[src/rtl/via_seq_arbiter.sv]
// Sequencer arbiter: N requesters share one driver item channel with a single item in flight,
// round-robin or strict-priority selection, and lock/grab exclusivity.
module via_seq_arbiter #(
  parameter int N_REQ  = 4,
  parameter int DATA_W = 32,
  parameter int ID_W   = 2
) (
  input  logic                    clock,
  input  logic                    reset,
  input  logic                    mode,
  input  logic [N_REQ-1:0]        req_valid,
  input  logic [N_REQ-1:0]        req_lock,
  input  logic [N_REQ*DATA_W-1:0] req_data,
  output logic [N_REQ-1:0]        req_ready,
  output logic [N_REQ-1:0]        req_done,
  output logic                    drv_valid,
  output logic [DATA_W-1:0]       drv_data,
  output logic [ID_W-1:0]         drv_id,
  input  logic                    drv_ready,
  input  logic                    drv_done,
  output logic                    locked,
  output logic [ID_W-1:0]         lock_owner,
  output logic [15:0]             issued_cnt
);

  typedef enum logic [1:0] {
    IDLE      = 2'd0,
    ISSUE     = 2'd1,
    WAIT_DONE = 2'd2
  } state_t;

  localparam logic [N_REQ-1:0] ONE_HOT_0 = {{(N_REQ-1){1'b0}}, 1'b1};

  state_t            state_r;
  state_t            state_nxt_s;
  logic [ID_W-1:0]   gnt_r;
  logic [ID_W-1:0]   rr_ptr_r;
  logic [ID_W-1:0]   lock_owner_r;
  logic [ID_W-1:0]   win_s;
  logic [DATA_W-1:0] data_r;
  logic [DATA_W-1:0] win_data_s;
  logic              lock_hold_r;
  logic              locked_r;
  logic              win_lock_s;
  logic              win_found_s;
  logic              take_s;
  logic [15:0]       issued_cnt_r;
  logic [N_REQ-1:0]  elig_s;
  logic [N_REQ-1:0]  gnt_onehot_s;
  int                rank_s;
  int                best_rank_s;

  // Eligible set and winner selection; rank 0 is the first candidate in the active scan order.
  always_comb begin
    elig_s      = locked_r ? (req_valid & (ONE_HOT_0 << lock_owner_r)) : req_valid;
    win_found_s = |elig_s;
    win_s       = '0;
    win_data_s  = '0;
    win_lock_s  = 1'b0;
    best_rank_s = N_REQ;
    rank_s      = 0;
    take_s      = 1'b0;
    for (int i = 0; i < N_REQ; i++) begin
      rank_s      = mode ? i : (i + N_REQ - 1 - int'(rr_ptr_r)) % N_REQ;
      take_s      = elig_s[i] && (rank_s < best_rank_s);
      best_rank_s = take_s ? rank_s : best_rank_s;
      win_s       = take_s ? ID_W'(i) : win_s;
      win_data_s  = take_s ? req_data[i*DATA_W +: DATA_W] : win_data_s;
      win_lock_s  = take_s ? req_lock[i] : win_lock_s;
    end
  end

  assign gnt_onehot_s = ONE_HOT_0 << gnt_r;

  // Next-state logic and the same-cycle accept/done pulses back to the granted requester.
  always_comb begin
    state_nxt_s = state_r;
    req_ready   = '0;
    req_done    = '0;
    case (state_r)
      IDLE: begin
        if (win_found_s) begin
          state_nxt_s = ISSUE;
        end else begin
          state_nxt_s = IDLE;
        end
      end
      ISSUE: begin
        if (drv_ready) begin
          state_nxt_s = WAIT_DONE;
          req_ready   = gnt_onehot_s;
        end else begin
          state_nxt_s = ISSUE;
        end
      end
      WAIT_DONE: begin
        if (drv_done) begin
          state_nxt_s = IDLE;
          req_done    = gnt_onehot_s;
        end else begin
          state_nxt_s = WAIT_DONE;
        end
      end
      default: begin
        state_nxt_s = IDLE;
      end
    endcase
  end

  // State register.
  always_ff @(posedge clock) begin
    if (reset) begin
      state_r <= IDLE;
    end else begin
      state_r <= state_nxt_s;
    end
  end

  // Grant capture: winner, payload and lock bit are held until done; the pointer follows the winner.
  always_ff @(posedge clock) begin
    if (reset) begin
      gnt_r       <= '0;
      data_r      <= '0;
      lock_hold_r <= 1'b0;
      rr_ptr_r    <= ID_W'(N_REQ - 1);
    end else if (state_r == IDLE && win_found_s) begin
      gnt_r       <= win_s;
      data_r      <= win_data_s;
      lock_hold_r <= win_lock_s;
      rr_ptr_r    <= win_s;
    end
  end

  // Accept counter and lock ownership; an unlocking item from the owner releases on completion.
  always_ff @(posedge clock) begin
    if (reset) begin
      issued_cnt_r <= 16'd0;
      locked_r     <= 1'b0;
      lock_owner_r <= '0;
    end else begin
      if (state_r == ISSUE && drv_ready) begin
        issued_cnt_r <= issued_cnt_r + 16'd1;
      end
      if (state_r == WAIT_DONE && drv_done) begin
        if (lock_hold_r) begin
          locked_r     <= 1'b1;
          lock_owner_r <= gnt_r;
        end else if (gnt_r == lock_owner_r) begin
          locked_r <= 1'b0;
        end
      end
    end
  end

  assign drv_valid  = (state_r == ISSUE);
  assign drv_data   = data_r;
  assign drv_id     = gnt_r;
  assign locked     = locked_r;
  assign lock_owner = lock_owner_r;
  assign issued_cnt = issued_cnt_r;

endmodule
[config.mk]
export PLATFORM = sky130hd
export DESIGN_NAME = via_seq_arbiter
export DESIGN_NICKNAME = d
export VERILOG_FILES = /design/src/rtl/via_seq_arbiter.sv
export SDC_FILE = /design/constraint.sdc
export NUM_CORES = 1
export LEC_CHECK = 0
export BUFFER_PORTS_ARGS = -buffer_cell sky130_fd_sc_hd__buf_2
export CAP_MARGIN = 20
export CORE_MARGIN = 2
export CORE_UTILIZATION = 51
export CTS_BUF_LIST = sky130_fd_sc_hd__clkbuf_4 sky130_fd_sc_hd__clkbuf_8
export DETAILED_ROUTE_END_ITERATION = 10
export GPL_TIMING_DRIVEN = 0
export PLACE_DENSITY_LB_ADDON = 0.25
export SYNTH_ARGS = -nofsm -noshare
export SYNTH_HDL_FRONTEND = slang
export SYNTH_SLANG_ARGS = --single-unit
[constraint.sdc]
create_clock -name clock -period 14.95 [get_ports clock]
set_clock_uncertainty 0.1 [all_clocks]
set_input_delay 2.2425 -clock clock [delete_from_list [all_inputs] [get_ports clock]]
set_output_delay 2.2425 -clock clock [all_outputs]
set_load 0.03 [all_outputs]
# Yosys cells after proc, flatten, opt, wreduce, memory -nomap -nowiden
# Cells that the tools add are included.
# word_totals
elab_cells	72
input_bits	141
regBits	58
output_inout_bits	62
# classes
n_mux	29
n_addsub	5
n_eq_ne	3
n_reduce_logical	16
magnitude_cmp	4
n_bitwise	5
n_shift	2
# op_table
cell	n
32-bit 2-to-1 mux	11
32-bit less-than comparator	3
32-bit by 4-bit less-than comparator with 1-bit output (second input constant)	1
4-bit 2-to-1 mux	5
16-bit by 1-bit adder with 16-bit output (second input constant)	1
3-bit by 2-bit subtractor with 4-bit output (first input constant)	3
1-bit 2-to-1 mux	8
2-bit 2-to-1 mux	4
2-bit OR reduction	4
1-bit by 2-bit left shift with 4-bit output (first input constant)	2
1-bit logical AND	7
2-bit case mux with 3 select lines	1
1-bit bitwise AND	4
4-bit bitwise AND	1
2-bit AND reduction	2
4-bit OR reduction	1
2-bit by 2-bit subtractor with 3-bit output (first input constant)	1
2-bit by 1-bit equality test with 1-bit output (second input constant)	1
2-bit equality test	1
2-bit equality test (second input constant)	1
2-bit logical NOT	1
2-bit nonzero test	1

# Longest topological paths before layout
# Gate-level depths: netlist of run 1.
# logic_depth
depth_word	16
ltp_mapped	24
mapped_depth_nobuf	17

# Least setup slack after synthesis of run 1
# Ideal clock, no wire load.
# synth_timing
path_kind	in2reg
start	input req_valid[0]
end	register data_r[10] (netlist: drv_data[10])
required_time_ps	14713
cell_stages	22
setup_slack_ps	7704
path_buffers	6
setup_ps	137
t_arrival_ps	7009
cell_sequence	clkbuf_1 -> clkbuf_1 -> nand3_1 -> ha_1 -> o21a_1 -> o211ai_1 -> clkbuf_1 -> a21oi_1 -> a31oi_1 -> ha_1 -> o211ai_1 -> o221ai_1 -> buf_4 -> buf_2 -> mux2_2 -> ha_1 -> nor2_1 -> a311oi_1 -> a21oi_1 -> o211ai_1 -> clkbuf_1 -> o221ai_2
# synth_via
elab_chain_cells	13
elab_cells_between_ends	18
cone_classes	order compare (3); mux (8); bitwise (1); reduce/logical (6)
# synth_rtl
item	line_no	text
from (decl)	11	input logic [N_REQ-1:0] req_valid,
4-bit bitwise AND	55	elig_s = locked_r ? (req_valid & (ONE_HOT_0 << lock_owner_r)) : req_valid;
4-bit 2-to-1 mux *	55	
1-bit logical AND	65	take_s = elig_s[i] && (rank_s < best_rank_s);
32-bit 2-to-1 mux	66	best_rank_s = take_s ? rank_s : best_rank_s;
32-bit less-than comparator	65	
1-bit logical AND	65	
32-bit 2-to-1 mux	66	
32-bit less-than comparator	65	
1-bit logical AND	65	
32-bit 2-to-1 mux	66	
32-bit less-than comparator	65	
1-bit logical AND	65	
32-bit 2-to-1 mux	68	win_data_s = take_s ? req_data[i*DATA_W +: DATA_W] : win_data_s;
to (signal assigned)	128	data_r <= win_data_s;
to (decl)	40	logic [DATA_W-1:0] data_r;
# Every way passes the cells marked *; elsewhere a longest branch is shown, timed or not.
# A chain may end at the register's enable or synchronous reset.

# Worst setup path after layout of run 1
# layout_timing
start	input req_valid[0]
end	register data_r[6] (netlist: drv_data[6])
# Same word-level chain as after synthesis.

==> out/summary.txt, run 1 <==
ROUTE
------------------------------------------------------------------------------------
DRC violations left ...................................................            0
Total length of routed wires ..........................................      13.0 mm
Count of antenna-violating nets left after detailed routing ...........            0
Vias per std cell .....................................................         5.84
Total vias in the final route .........................................         4459
Number of DRC violations after detailed-routing iteration 0 ...........          317
Routed wire per std cell ..............................................      17.0 um
DR pass1 iterations ...................................................            5

CLOCK NETWORK
------------------------------------------------------------------------------------
Buffer cell driving the clock tree root ...............................     clkbuf_8
Bufs on Longest Clock Path ............................................            2
Insertion delay of the later-clocked pin in the worst-skew pair .......       340 ps
Number of levels the H-tree was split into ............................            3
Setup bufs post-CTS ...................................................            0
Number of buffers inserted for hold repair after clock tree synthesis .            0
Number of cells upsized or downsized after cts ........................            0
CTS clk-pin slew, worst paths .........................................        80 ps
Clock tree from TritonCTS .............................................         done
Clock buffers created by TritonCTS ....................................            9
Number of clock sinks seen by CTS .....................................           58

GLOBAL ROUTING
------------------------------------------------------------------------------------
Pin count of the biggest net entering global routing ..................           12
Total overflow reported by the global router ..........................            0
First-pass GRT wire length ............................................      19.8 mm
Vias in the first global route ........................................         4064
Global-route usage over all layers ....................................        29.4%
Number of antenna violations at the first check in global routing .....            1

YOSYS
------------------------------------------------------------------------------------
Instance count of the mapped netlist ..................................          447
Netlist area before placement .........................................   3910 sq um
Portion of the post-synthesis area used by sequential elements ........        29.7%
Area share of the leading cell type in the synthesized netlist ........        29.7%
Synthesis Warnings ....................................................            0
Distinct cell type count of the synthesized netlist ...................           47
Cell type with the largest total area after synthesis .................      dfxtp_1
Post-synthesis register bit count .....................................           58
Post-synthesis net count ..............................................          592
Fraction of registers with async set or reset after synthesis .........           0%
Top cells by area, synth .............................................. dfxtp_1 30%, o221ai_2 12%, mux2i_1 9.0%
Syn_area_per_cell .....................................................   8.75 sq um
EDFF count, synth .....................................................            0
Ys flop type ..........................................................      dfxtp_1

WORST HOLD PATH
------------------------------------------------------------------------------------
Worst hold-check path type ............................................   reg -> reg

WORST SETUP PATH
------------------------------------------------------------------------------------
Data required time of the critical path ...............................     15050 ps
Slowest cell on the critical path .....................................     clkbuf_1
Startpoint type of the worst setup path ...............................    input pin
Cell Chain, Critical Path ............................................. buf_2, clkbuf_1, clkbuf_1, nand3_1, ha_1, o21a_1, o211ai_1, clkbuf_1, a21oi_1, a31oi_1, ha_1, o211ai_1, o221ai_1, buf_4, buf_2, mux2_2, ha_1, nor2_1, a311oi_1, a21oi_1, o211ai_1, clkbuf_1, o221ai_2
Signal arrival time at the worst endpoint .............................      8690 ps
Crit path largest cell delay ..........................................       630 ps
Cell family with the largest share of critical-path delay ............. buffers and inverters
Worst path bufs/invs ..................................................            7
Nature of the critical path endpoint ..................................         flop
Highest fanout seen on the critical path ..............................           10
Most prevalent standard cell on the critical path .....................     clkbuf_1
Critical path class ...................................................    in -> reg

STA
------------------------------------------------------------------------------------
Post-Route Setup TNS ..................................................         0 ps
Worst Hold Slack ......................................................       389 ps
Final-report max-slew violation count .................................            0
RSZ-0062 raised after global routing ..................................        false
Final critical-path share of the clock period .........................        57.5%
Post-layout min period ................................................      8590 ps
Fmax achieved .........................................................      116 MHz
Headroom to the max-slew limit ........................................        48.8%
Worst-margin pin slew .................................................       765 ps
Final-report hold violation count .....................................            0
Endpoints failing setup ...............................................            0

FLOORPLANNING
------------------------------------------------------------------------------------
Die X-Extent ..........................................................      91.6 um
CORE AREA .............................................................   7330 sq um
Effective utilization at floorplan ....................................        53.4%
Die Outline Area ......................................................   8390 sq um
Top Ports .............................................................          203
Chip Height ...........................................................      91.6 um
Number of placement rows ..............................................           31

PWR
------------------------------------------------------------------------------------
VDD IR max ............................................................  0.0000549 V
Standby leakage power .................................................   0.00267 uW
Pwr Density ...........................................................  105 nW/um^2

FINISH
------------------------------------------------------------------------------------
Final design instance area without fill ...............................   5250 sq um
Fill cell instance count of the final layout ..........................          607
Antenna Diode Count ...................................................            0
Storage cell area .....................................................   1160 sq um
Net count of the finished layout ......................................          804
Share of post-route cells with drive strength above 1 .................        39.3%
Area taken by multi-input logic gates .................................   2400 sq um
Non-filler instance count after layout ................................          763
Relative area change from synthesis to final layout ...................        34.1%

PLACEMENT
------------------------------------------------------------------------------------
Placement-stage cell area .............................................   5040 sq um
Routability-driven placement congestion ratio .........................        0.878
DPL Wire Length .......................................................      9.84 mm
Number of buffers added on ports ......................................          201
Placed cell count .....................................................          747

STATUS
------------------------------------------------------------------------------------
Run status ............................................................ complete, no violations

JOB
------------------------------------------------------------------------------------
Maximum Capacitance Violations ........................................            0

[cell type report]
cell class,count,share of cell area (%)
multi-input cells,306,45.8
clock buffers,10,2.62
plain buffers,45,3.96
flip-flops and latches,58,22.1
well taps,99,2.36
inverters,38,2.72
clock inverters,6,1.26
repair buffers,201,19.2
[power by group]
part	total, uW	internal, uW	switching, uW
logic	213	81.8	131
registers	187	175	12.4
clock network	152	81.4	70.5
total	552	338	214
[through the flow]
step	utilization, %	power (uW)	setup WS (ps)
floorplan	-	335	7700
global placement	68.8	396	6320
detailed placement	68.8	402	6120
CTS	71.6	553	6430
global route	71.6	578	5860
finish	71.6	552	6360
[cells in the final DEF (no fill, tap or decap), types with 4 or more instances in the layout]
master    count
buf_2       205
dfxtp_1      58
nand3_1      41
inv_1        38
and3_1       36
mux2i_1      35
clkbuf_1     34
a32o_1       33
nor2_1       30
o221ai_2     30
xor2_1       14
nand2_1      11
clkbuf_8     10
nor3_1        7
a21oi_1       7
o21ai_0       7
nand4_1       5
buf_6         4
xnor2_1       4
nand2b_1      4
o221ai_1      4
ha_1          4
[flip-flops by register name, indices dropped and copies added (netlist names)]
signal       count
drv_data        32
drv_id           2
issued_cnt      16
lock_hold_r      1
lock_owner       2
locked           1
rr_ptr_r         2
state_r          2
[worst paths after layout]
check                             endpoint  slack (ps)                       start  cells past startpoint
setup / recovery  drv_data[6]$_SDFFE_PP0P_        6360                req_valid[0]                     23
hold / removal    drv_data[0]$_SDFFE_PP0P_         390    drv_data[0]$_SDFFE_PP0P_                      2
setup reg to reg  drv_data[6]$_SDFFE_PP0P_        7710  lock_owner[0]$_SDFFE_PP0P_                     23
hold reg to reg   drv_data[0]$_SDFFE_PP0P_         390    drv_data[0]$_SDFFE_PP0P_                      2
[layer usage]
layer / vias up / track usage, % / part of all wire, %
li1: 2106 / - / -
met1: 2097 / 38.1 / 40
met2: 218 / 47.4 / 48
met3: 38 / 6.56 / 8.0
met4: 0 / 11.5 / 3.4
met5: - / 0 / 0
[worst min-delay path, stage by stage (launching register included)]
cell and delay, ps:
dfxtp_1 330, nand3_1 60, o221ai_1 70
[cell usage after synthesis, types with 5 or more instances]
cell and count:
nor3_1 7, a32o_1 33, nand2_1 11, mux2i_1 35, o221ai_2 30, xor2_1 14, o21ai_0 7, clkbuf_1 34
a21oi_1 7, dfxtp_1 58, inv_1 38, nand3_1 41, nand4_1 5, nor2_1 30, and3_1 36
[cells by family after synthesis]
group | count (synthesis) | share of synthesized area (%)
and+or+nand+nor | 146 | 19.8
AOI/OAI and AO/OA | 102 | 27.0
buffers and inverters | 83 | 8.95
DFF | 58 | 29.7
muxes | 36 | 9.24
xor gates and xnor gates | 18 | 4.03
adders and majority gates | 4 | 1.28
No activity file was read; power rests on OpenSTA's default activity.
==> run 2: changes to the inputs <==
--- a/config.mk
+++ b/config.mk
@@ -5,10 +5,11 @@
 export SDC_FILE = /design/constraint.sdc
 export NUM_CORES = 1
 export LEC_CHECK = 0
+export ABC_AREA = 1
 export BUFFER_PORTS_ARGS = -buffer_cell sky130_fd_sc_hd__buf_2
 export CAP_MARGIN = 20
 export CORE_MARGIN = 2
-export CORE_UTILIZATION = 51
+export CORE_UTILIZATION = 48
 export CTS_BUF_LIST = sky130_fd_sc_hd__clkbuf_4 sky130_fd_sc_hd__clkbuf_8
 export DETAILED_ROUTE_END_ITERATION = 10
 export GPL_TIMING_DRIVEN = 0
==> constraint.sdc (replaced) <==
create_clock -name clock -period 8.9 [get_ports clock]
set_clock_uncertainty 0.1 [all_clocks]
set_input_delay 1.335 -clock clock [delete_from_list [all_inputs] [get_ports clock]]
set_output_delay 1.335 -clock clock [all_outputs]
set_load 0.03 [all_outputs]
==> run 2 against run 1 <==
  * First-iteration DRC count is 15% lower
  * Final cell count is 36% higher
  * Register-to-register slack worse by 3600 ps
  * Cell area is 5.1% higher
  * Via count is 18% higher
  * Combinational power is 110% higher
  * Sequential cell count stayed put
  * Synthesized cell count is 59% higher
  * Sequential share of layout area is 1.1 points lower
  * Critical path type unchanged
  * Largest cell class unchanged
  * Largest power group unchanged
  * Highest routed layer unchanged
==> out/summary.txt, run 2 <==
WORST SETUP PATH
------------------------------------------------------------------------------------
Signal arrival time at the worst endpoint .............................      5460 ps   -3230 ps
Data required time of the critical path ...............................      9000 ps   -6050 ps
Most prevalent standard cell on the critical path .....................      nand2_1
Highest fanout seen on the critical path ..............................           10   unchanged
Nature of the critical path endpoint ..................................         flop
Startpoint type of the worst setup path ...............................    input pin
Critical path class ...................................................    in -> reg
Slowest cell on the critical path .....................................     clkbuf_1
Crit path largest cell delay ..........................................       420 ps   -210 ps

CLOCK NETWORK
------------------------------------------------------------------------------------
Insertion delay of the later-clocked pin in the worst-skew pair .......       340 ps   about the same
Buffer cell driving the clock tree root ...............................     clkbuf_8
Clock tree from TritonCTS .............................................         done
Number of buffers inserted for hold repair after clock tree synthesis .            0   unchanged
Bufs on Longest Clock Path ............................................            2   unchanged
Setup bufs post-CTS ...................................................            0   unchanged
Number of cells upsized or downsized after cts ........................            0   unchanged
CTS clk-pin slew, worst paths .........................................        60 ps   -20 ps
Number of clock sinks seen by CTS .....................................           58   unchanged
Number of levels the H-tree was split into ............................            3   unchanged
Clock buffers created by TritonCTS ....................................            9   unchanged

FLOORPLANNING
------------------------------------------------------------------------------------
Die Outline Area ......................................................   9460 sq um   +13%
Die X-Extent ..........................................................      97.3 um   +6.2%
Chip Height ...........................................................      97.3 um   +6.2%
Number of placement rows ..............................................           34   +9.7%
Top Ports .............................................................          203   unchanged
Effective utilization at floorplan ....................................        48.6%   -4.8 points
CORE AREA .............................................................   8590 sq um   +17%

STA
------------------------------------------------------------------------------------
RSZ-0062 raised after global routing ..................................        false
Post-layout min period ................................................      5360 ps
Final-report hold violation count .....................................            0   unchanged
Endpoints failing setup ...............................................            0   unchanged
Headroom to the max-slew limit ........................................        61.2%   +12 points
Final critical-path share of the clock period .........................        60.2%
Worst-margin pin slew .................................................       579 ps   -186 ps
Post-Route Setup TNS ..................................................         0 ps   unchanged
Fmax achieved .........................................................      187 MHz
Final-report max-slew violation count .................................            0   unchanged

PWR
------------------------------------------------------------------------------------
Pwr Density ...........................................................  179 nW/um^2   +70%
VDD IR max ............................................................  0.0000892 V   +62%
Standby leakage power .................................................   0.00307 uW   +15%

YOSYS
------------------------------------------------------------------------------------
Ys flop type ..........................................................      dfxtp_1
Portion of the post-synthesis area used by sequential elements ........        27.8%   -1.9 points
Netlist area before placement .........................................   4170 sq um   +6.7%
Most numerous cell in the Yosys netlist ...............................      nand2_1
Area share of the leading cell type in the synthesized netlist ........        27.8%   -1.9 points
Post-synthesis register bit count .....................................           58   unchanged
Fraction of registers with async set or reset after synthesis .........           0%   unchanged
Most frequent cells after synthesis ................................... 238 x nand2_1, 105 x nand3_1, 87 x inv_1, 58 x dfxtp_1, 53 x a21oi_1
Instance count of the mapped netlist ..................................          710   +59%
EDFF count, synth .....................................................            0   unchanged
Synthesis Warnings ....................................................            0   unchanged
Post-synthesis net count ..............................................          855   +44%
Top cells by area, synth .............................................. dfxtp_1 28%, nand2_1 21%, nand3_1 13%
Syn_area_per_cell .....................................................   5.88 sq um   -33%
Cell type with the largest total area after synthesis .................      dfxtp_1
Distinct cell type count of the synthesized netlist ...................           36   -23%

ROUTE
------------------------------------------------------------------------------------
DR pass1 iterations ...................................................            5   unchanged
Count of antenna-violating nets left after detailed routing ...........            0   unchanged
Number of DRC violations after detailed-routing iteration 0 ...........          269   -15%
Met2 Routed Length ....................................................      5.99 mm   -4.7%
Length of routed met3 wiring ..........................................       943 um   -9.2%
Max layer used ........................................................         met4
Total vias in the final route .........................................         5244   +18%
Vias per std cell .....................................................         5.06   -13%
DRC violations left ...................................................            0   unchanged
Routed length on met1 .................................................      5.61 mm   +7.3%
Total length of routed wires ..........................................      12.8 mm   -1.5%
Routed wire per std cell ..............................................      12.3 um   -27%

FINISH
------------------------------------------------------------------------------------
Relative area change from synthesis to final layout ...................        32.1%
Most common library cell in the layout ignoring fill and taps .........      nand2_1
Fill cell instance count of the final layout ..........................          921   +52%
Most used cells in the layout excluding fill and tap cells ............ 238 x nand2_1, 212 x buf_2, 105 x nand3_1
Antenna Diode Count ...................................................            0   unchanged
Share of post-route cells with drive strength above 1 .................        29.0%   -10 points
Flip-flop count of the largest register after layout ..................           32   unchanged
Net count of the finished layout ......................................         1068   +33%
Final Core Density ....................................................        64.2%   -7.4 points

PLACEMENT
------------------------------------------------------------------------------------
Number of buffers added on ports ......................................          202   +0.50%
Routability-driven placement congestion ratio .........................        0.866   -1.4%
DPL Wire Length .......................................................      9.83 mm   -0.12%

JOB
------------------------------------------------------------------------------------
Maximum Capacitance Violations ........................................            0   unchanged

GLOBAL ROUTING
------------------------------------------------------------------------------------
Vias in the first global route ........................................         4820   +19%
Global-route usage over all layers ....................................        26.9%   -2.5 points
Pin count of the biggest net entering global routing ..................           12   unchanged
Total overflow reported by the global router ..........................            0   unchanged
First-pass GRT wire length ............................................      21.3 mm   +7.6%
Number of antenna violations at the first check in global routing .....            0   -1

WORST HOLD PATH
------------------------------------------------------------------------------------
Worst hold-check path type ............................................   reg -> reg

STATUS
------------------------------------------------------------------------------------
Run status ............................................................ complete, no violations

## run 2: changes by cell type after synthesis, moves of 35 or more
cell and change:
inv_1 +49, nand2_1 +227, nand3_1 +64, and3_1 -36
a21oi_1 +46, mux2i_1 -35
## run 2: metal layers
layer	vias to the layer above	global-route usage, %
met5	-	0
met4	0	7.69
met3	21	5.47
met2	182	46.7
met1	2336	33.8
li1	2705	-
## run 2: critical path, delay by kind of cell
family	cells	cell delay [ps]
AO/OA/AOI/OAI	5	730
adder cells (fa/ha/maj)	3	740
buffers and inverters	8	1310
AND/OR/NAND/NOR	11	1330
## run 2: cell families after synthesis
logic type | Yosys count | synth area share (%)
AND/OR/NAND/NOR | 422 | 46.0
flip-flops | 58 | 27.8
XOR/XNOR | 4 | 0.839
adder cells (fa/ha/maj) | 4 | 1.20
AO/OA/AOI/OAI | 75 | 9.44
buffers and inverters | 147 | 14.7
## run 2: power breakdown
group / total [uW] / switching (uW) / internal [uW]
clock: 239 / 111 / 128
sequential: 309 / 18.2 / 291
combinational: 437 / 287 / 150
## run 2: metrics by stage
stage	hold WS (ps)	worst slack, ps	total power, uW	std cells	instance area, sq um
3_3_place_gp	350	3310	745	1020	5320
3_5_place_dp	352	3270	748	1020	5320
4_1_cts	362	3630	989	1036	5510
5_1_grt	374	3130	1060	1036	5510
2_1_floorplan	345	4010	623	710	4170
6_report	361	3540	985	1036	5510
## run 2: cell type report
type | count | area, sq um | area share [%]
tap | 108 | 135 | 2.45
sequential | 58 | 1160 | 21.1
clock inverter | 7 | 70.1 | 1.27
timing repair buffer | 202 | 1010 | 18.3
buffer | 44 | 226 | 4.11
multi-input combinational | 505 | 2400 | 43.5
clock buffer | 9 | 124 | 2.25
inverter | 103 | 389 | 7.06
## run 2: final timing paths
check        depth (start not counted)                   endpoint                       start  slack [ps]
max reg2reg                         26  drv_data[26]$_SDFFE_PP0P_  lock_owner[0]$_SDFFE_PP0P_        4160
min reg2reg                          2  drv_data[24]$_SDFFE_PP0P_   drv_data[24]$_SDFFE_PP0P_         360
max                                 27  drv_data[26]$_SDFFE_PP0P_                        mode        3540
min                                  2  drv_data[24]$_SDFFE_PP0P_   drv_data[24]$_SDFFE_PP0P_         360
==> run 3: changes to the inputs <==
==> constraint.sdc (replaced) <==
create_clock -name clock -period 5.1 [get_ports clock]
set_clock_uncertainty 0.1 [all_clocks]
set_input_delay 0.765 -clock clock [delete_from_list [all_inputs] [get_ports clock]]
set_output_delay 0.765 -clock clock [all_outputs]
set_load 0.03 [all_outputs]
==> run 3 against run 2 <==
  * Sequential share of layout area barely moved
  * Clock power rose by 74%
  * Critical path type unchanged
  * Wire length hardly changed
  * Count of clock-buffer cells in the layout did not move
  * Total power grew 75%
==> out/summary.txt, run 3 (synthesized netlist as in run 2, its figures left out) <==
STA
------------------------------------------------------------------------------------
Endpoints failing setup ...............................................            0   unchanged
RSZ-0062 raised after global routing ..................................        false
Fmax achieved .........................................................      216 MHz
Post-layout worst setup margin ........................................       470 ps   -3070 ps
Final critical-path share of the clock period .........................        90.8%
Worst-margin pin slew .................................................       575 ps   -4.30 ps
Post-layout min period ................................................      4630 ps
Post-Route Setup TNS ..................................................         0 ps   unchanged
Final-report hold violation count .....................................            0   unchanged
Headroom to the max-slew limit ........................................        61.5%   +0.29 points
Final-report max-slew violation count .................................            0   unchanged

WORST SETUP PATH
------------------------------------------------------------------------------------
Worst setup startpoint ................................................         mode
Last element of the critical path ..................................... drv_data[11]$_SDFFE_PP0P_
Highest fanout seen on the critical path ..............................           10   unchanged
Critical path class ...................................................    in -> reg
Data required time of the critical path ...............................      5200 ps   -3800 ps
Signal arrival time at the worst endpoint .............................      4730 ps   -730 ps
Launch point of the worst reg-to-reg path ............................. lock_owner[0]$_SDFFE_PP0P_
Terminus of the critical flop-to-flop path ............................ drv_data[11]$_SDFFE_PP0P_
Reg-to-reg setup timing slack .........................................       530 ps   -3630 ps
Register-to-Register Path Depth .......................................           26   unchanged
Nature of the critical path endpoint ..................................         flop
Startpoint type of the worst setup path ...............................    input pin

STATUS
------------------------------------------------------------------------------------
Run status ............................................................ complete, no violations

JOB
------------------------------------------------------------------------------------
Maximum Capacitance Violations ........................................            0   unchanged

ROUTE
------------------------------------------------------------------------------------
DR pass1 iterations ...................................................            4   -1
Routed wire per std cell ..............................................      12.3 um   about the same
Count of antenna-violating nets left after detailed routing ...........            0   unchanged
Number of DRC violations after detailed-routing iteration 0 ...........          258   -4.1%
Vias per std cell .....................................................         5.05   -0.25%
Total length of routed wires ..........................................      12.8 mm   about the same
Total vias in the final route .........................................         5231   -0.25%
DRC violations left ...................................................            0   unchanged

FLOORPLANNING
------------------------------------------------------------------------------------
Die X-Extent ..........................................................      97.3 um   unchanged
Chip Height ...........................................................      97.3 um   unchanged
Number of placement rows ..............................................           34   unchanged
CORE AREA .............................................................   8590 sq um   unchanged
Die Outline Area ......................................................   9460 sq um   unchanged
Top Ports .............................................................          203   unchanged
Effective utilization at floorplan ....................................        48.6%   unchanged

FINISH
------------------------------------------------------------------------------------
Relative area change from synthesis to final layout ...................        32.2%   about the same
Most common library cell in the layout ignoring fill and taps .........      nand2_1
Antenna Diode Count ...................................................            0   unchanged
Share of post-route cells with drive strength above 1 .................        29.2%   +0.22 points
Flip-flop count of the largest register after layout ..................           32   unchanged
Most used cells in the layout excluding fill and tap cells ............ 238 x nand2_1, 212 x buf_2, 105 x nand3_1
Final Core Density ....................................................        64.2%   about the same
Net count of the finished layout ......................................         1068   unchanged
Final design instance area without fill ...............................   5520 sq um   about the same
Area taken by multi-input logic gates .................................   2400 sq um   +0.16%
Fill cell instance count of the final layout ..........................          919   -0.22%
Storage cell area .....................................................   1160 sq um   unchanged

CLOCK NETWORK
------------------------------------------------------------------------------------
Clock tree from TritonCTS .............................................         done
Bufs on Longest Clock Path ............................................            2   unchanged
Number of cells upsized or downsized after cts ........................            0   unchanged
CTS clk-pin slew, worst paths .........................................        70 ps   about the same
Number of buffers inserted for hold repair after clock tree synthesis .            0   unchanged
Clock buffers created by TritonCTS ....................................            9   unchanged
Buffer cell driving the clock tree root ...............................     clkbuf_8
Number of clock sinks seen by CTS .....................................           58   unchanged
Number of levels the H-tree was split into ............................            3   unchanged
Setup bufs post-CTS ...................................................            0   unchanged
Insertion delay of the later-clocked pin in the worst-skew pair .......       340 ps   about the same

PLACEMENT
------------------------------------------------------------------------------------
Number of buffers added on ports ......................................          202   unchanged
Worst slack at placement ..............................................      38.7 ps   -3230 ps
Routability-driven placement congestion ratio .........................        0.866   unchanged
Placement-stage cell area .............................................   5320 sq um   unchanged
DPL Wire Length .......................................................      9.83 mm   unchanged

WORST HOLD PATH
------------------------------------------------------------------------------------
Worst hold-check path type ............................................   reg -> reg
Count of cells along the worst hold path ..............................            2   unchanged

GLOBAL ROUTING
------------------------------------------------------------------------------------
Number of antenna violations at the first check in global routing .....            0   unchanged
Pin count of the biggest net entering global routing ..................           12   unchanged
First-pass GRT wire length ............................................      21.3 mm   unchanged
Total overflow reported by the global router ..........................            0   unchanged
Vias in the first global route ........................................         4820   unchanged
Global-route usage over all layers ....................................        26.9%   unchanged

PWR
------------------------------------------------------------------------------------
VDD IR max ............................................................   0.000156 V   +75%
Standby leakage power .................................................   0.00308 uW   +0.12%
Overall Power .........................................................      1720 uW   +75%
Pwr Density ...........................................................  312 nW/um^2   +75%

[run 3: layer usage]
metal | wire [um] | vias up | track usage [%]
li1 | - | 2700 | -
met1 | 5620 | 2333 | 33.8
met2 | 5980 | 175 | 46.7
met3 | 925 | 23 | 5.47
met4 | 265 | 0 | 7.69
met5 | 0 | - | 0
[run 3: worst min-delay path by stage]
stage                                   start                   endpoint
floorplan            lock_hold_r$_SDFFE_PP0P_   lock_hold_r$_SDFFE_PP0P_
global placement    drv_data[12]$_SDFFE_PP0P_  drv_data[12]$_SDFFE_PP0P_
detailed placement  drv_data[11]$_SDFFE_PP0P_  drv_data[11]$_SDFFE_PP0P_
CTS                 drv_data[11]$_SDFFE_PP0P_  drv_data[11]$_SDFFE_PP0P_
global route        drv_data[17]$_SDFFE_PP0P_  drv_data[17]$_SDFFE_PP0P_
finish              drv_data[30]$_SDFFE_PP0P_  drv_data[30]$_SDFFE_PP0P_
[run 3: layout make-up]
cell class | count | area share, %
Clock inverter | 7 | 1.27
Buffer | 44 | 4.13
Multi-Input combinational cell | 505 | 43.5
Timing Repair Buffer | 202 | 18.3
Tap cell | 108 | 2.45
Clock buffer | 9 | 2.24
Inverter | 103 | 7.05
Sequential cell | 58 | 21.0
[run 3: where the power goes]
part	leakage (uW)	switching (uW)	internal (uW)
clock	0.0000873	194	223
combinational	0.00251	501	263
sequential	0.000475	31.8	508
[run 3: critical path, stage by stage]
cell and delay [ps]:
buf_2 100, nor2_1 250, o22ai_1 160, inv_1 100, ha_1 230, inv_1 70
o21bai_2 110, nand2_8 130, nand2_4 100, buf_2 210, o21ai_0 240, ha_1 280
a21boi_1 130, nand2_1 70, nand3_1 80, buf_4 200, buf_4 180, nand2_1 50
o21ai_0 80, ha_1 180, nand2_1 280, clkbuf_1 380, nand4_1 170, nand3_1 110
a21oi_1 60
[run 3: stage by stage]
stage	instances	hold slack, ps
after floorplan	710	345
final	1036	362
after CTS	1036	362
after global placement	1020	350
after detailed placement	1020	352
after global routing	1036	374
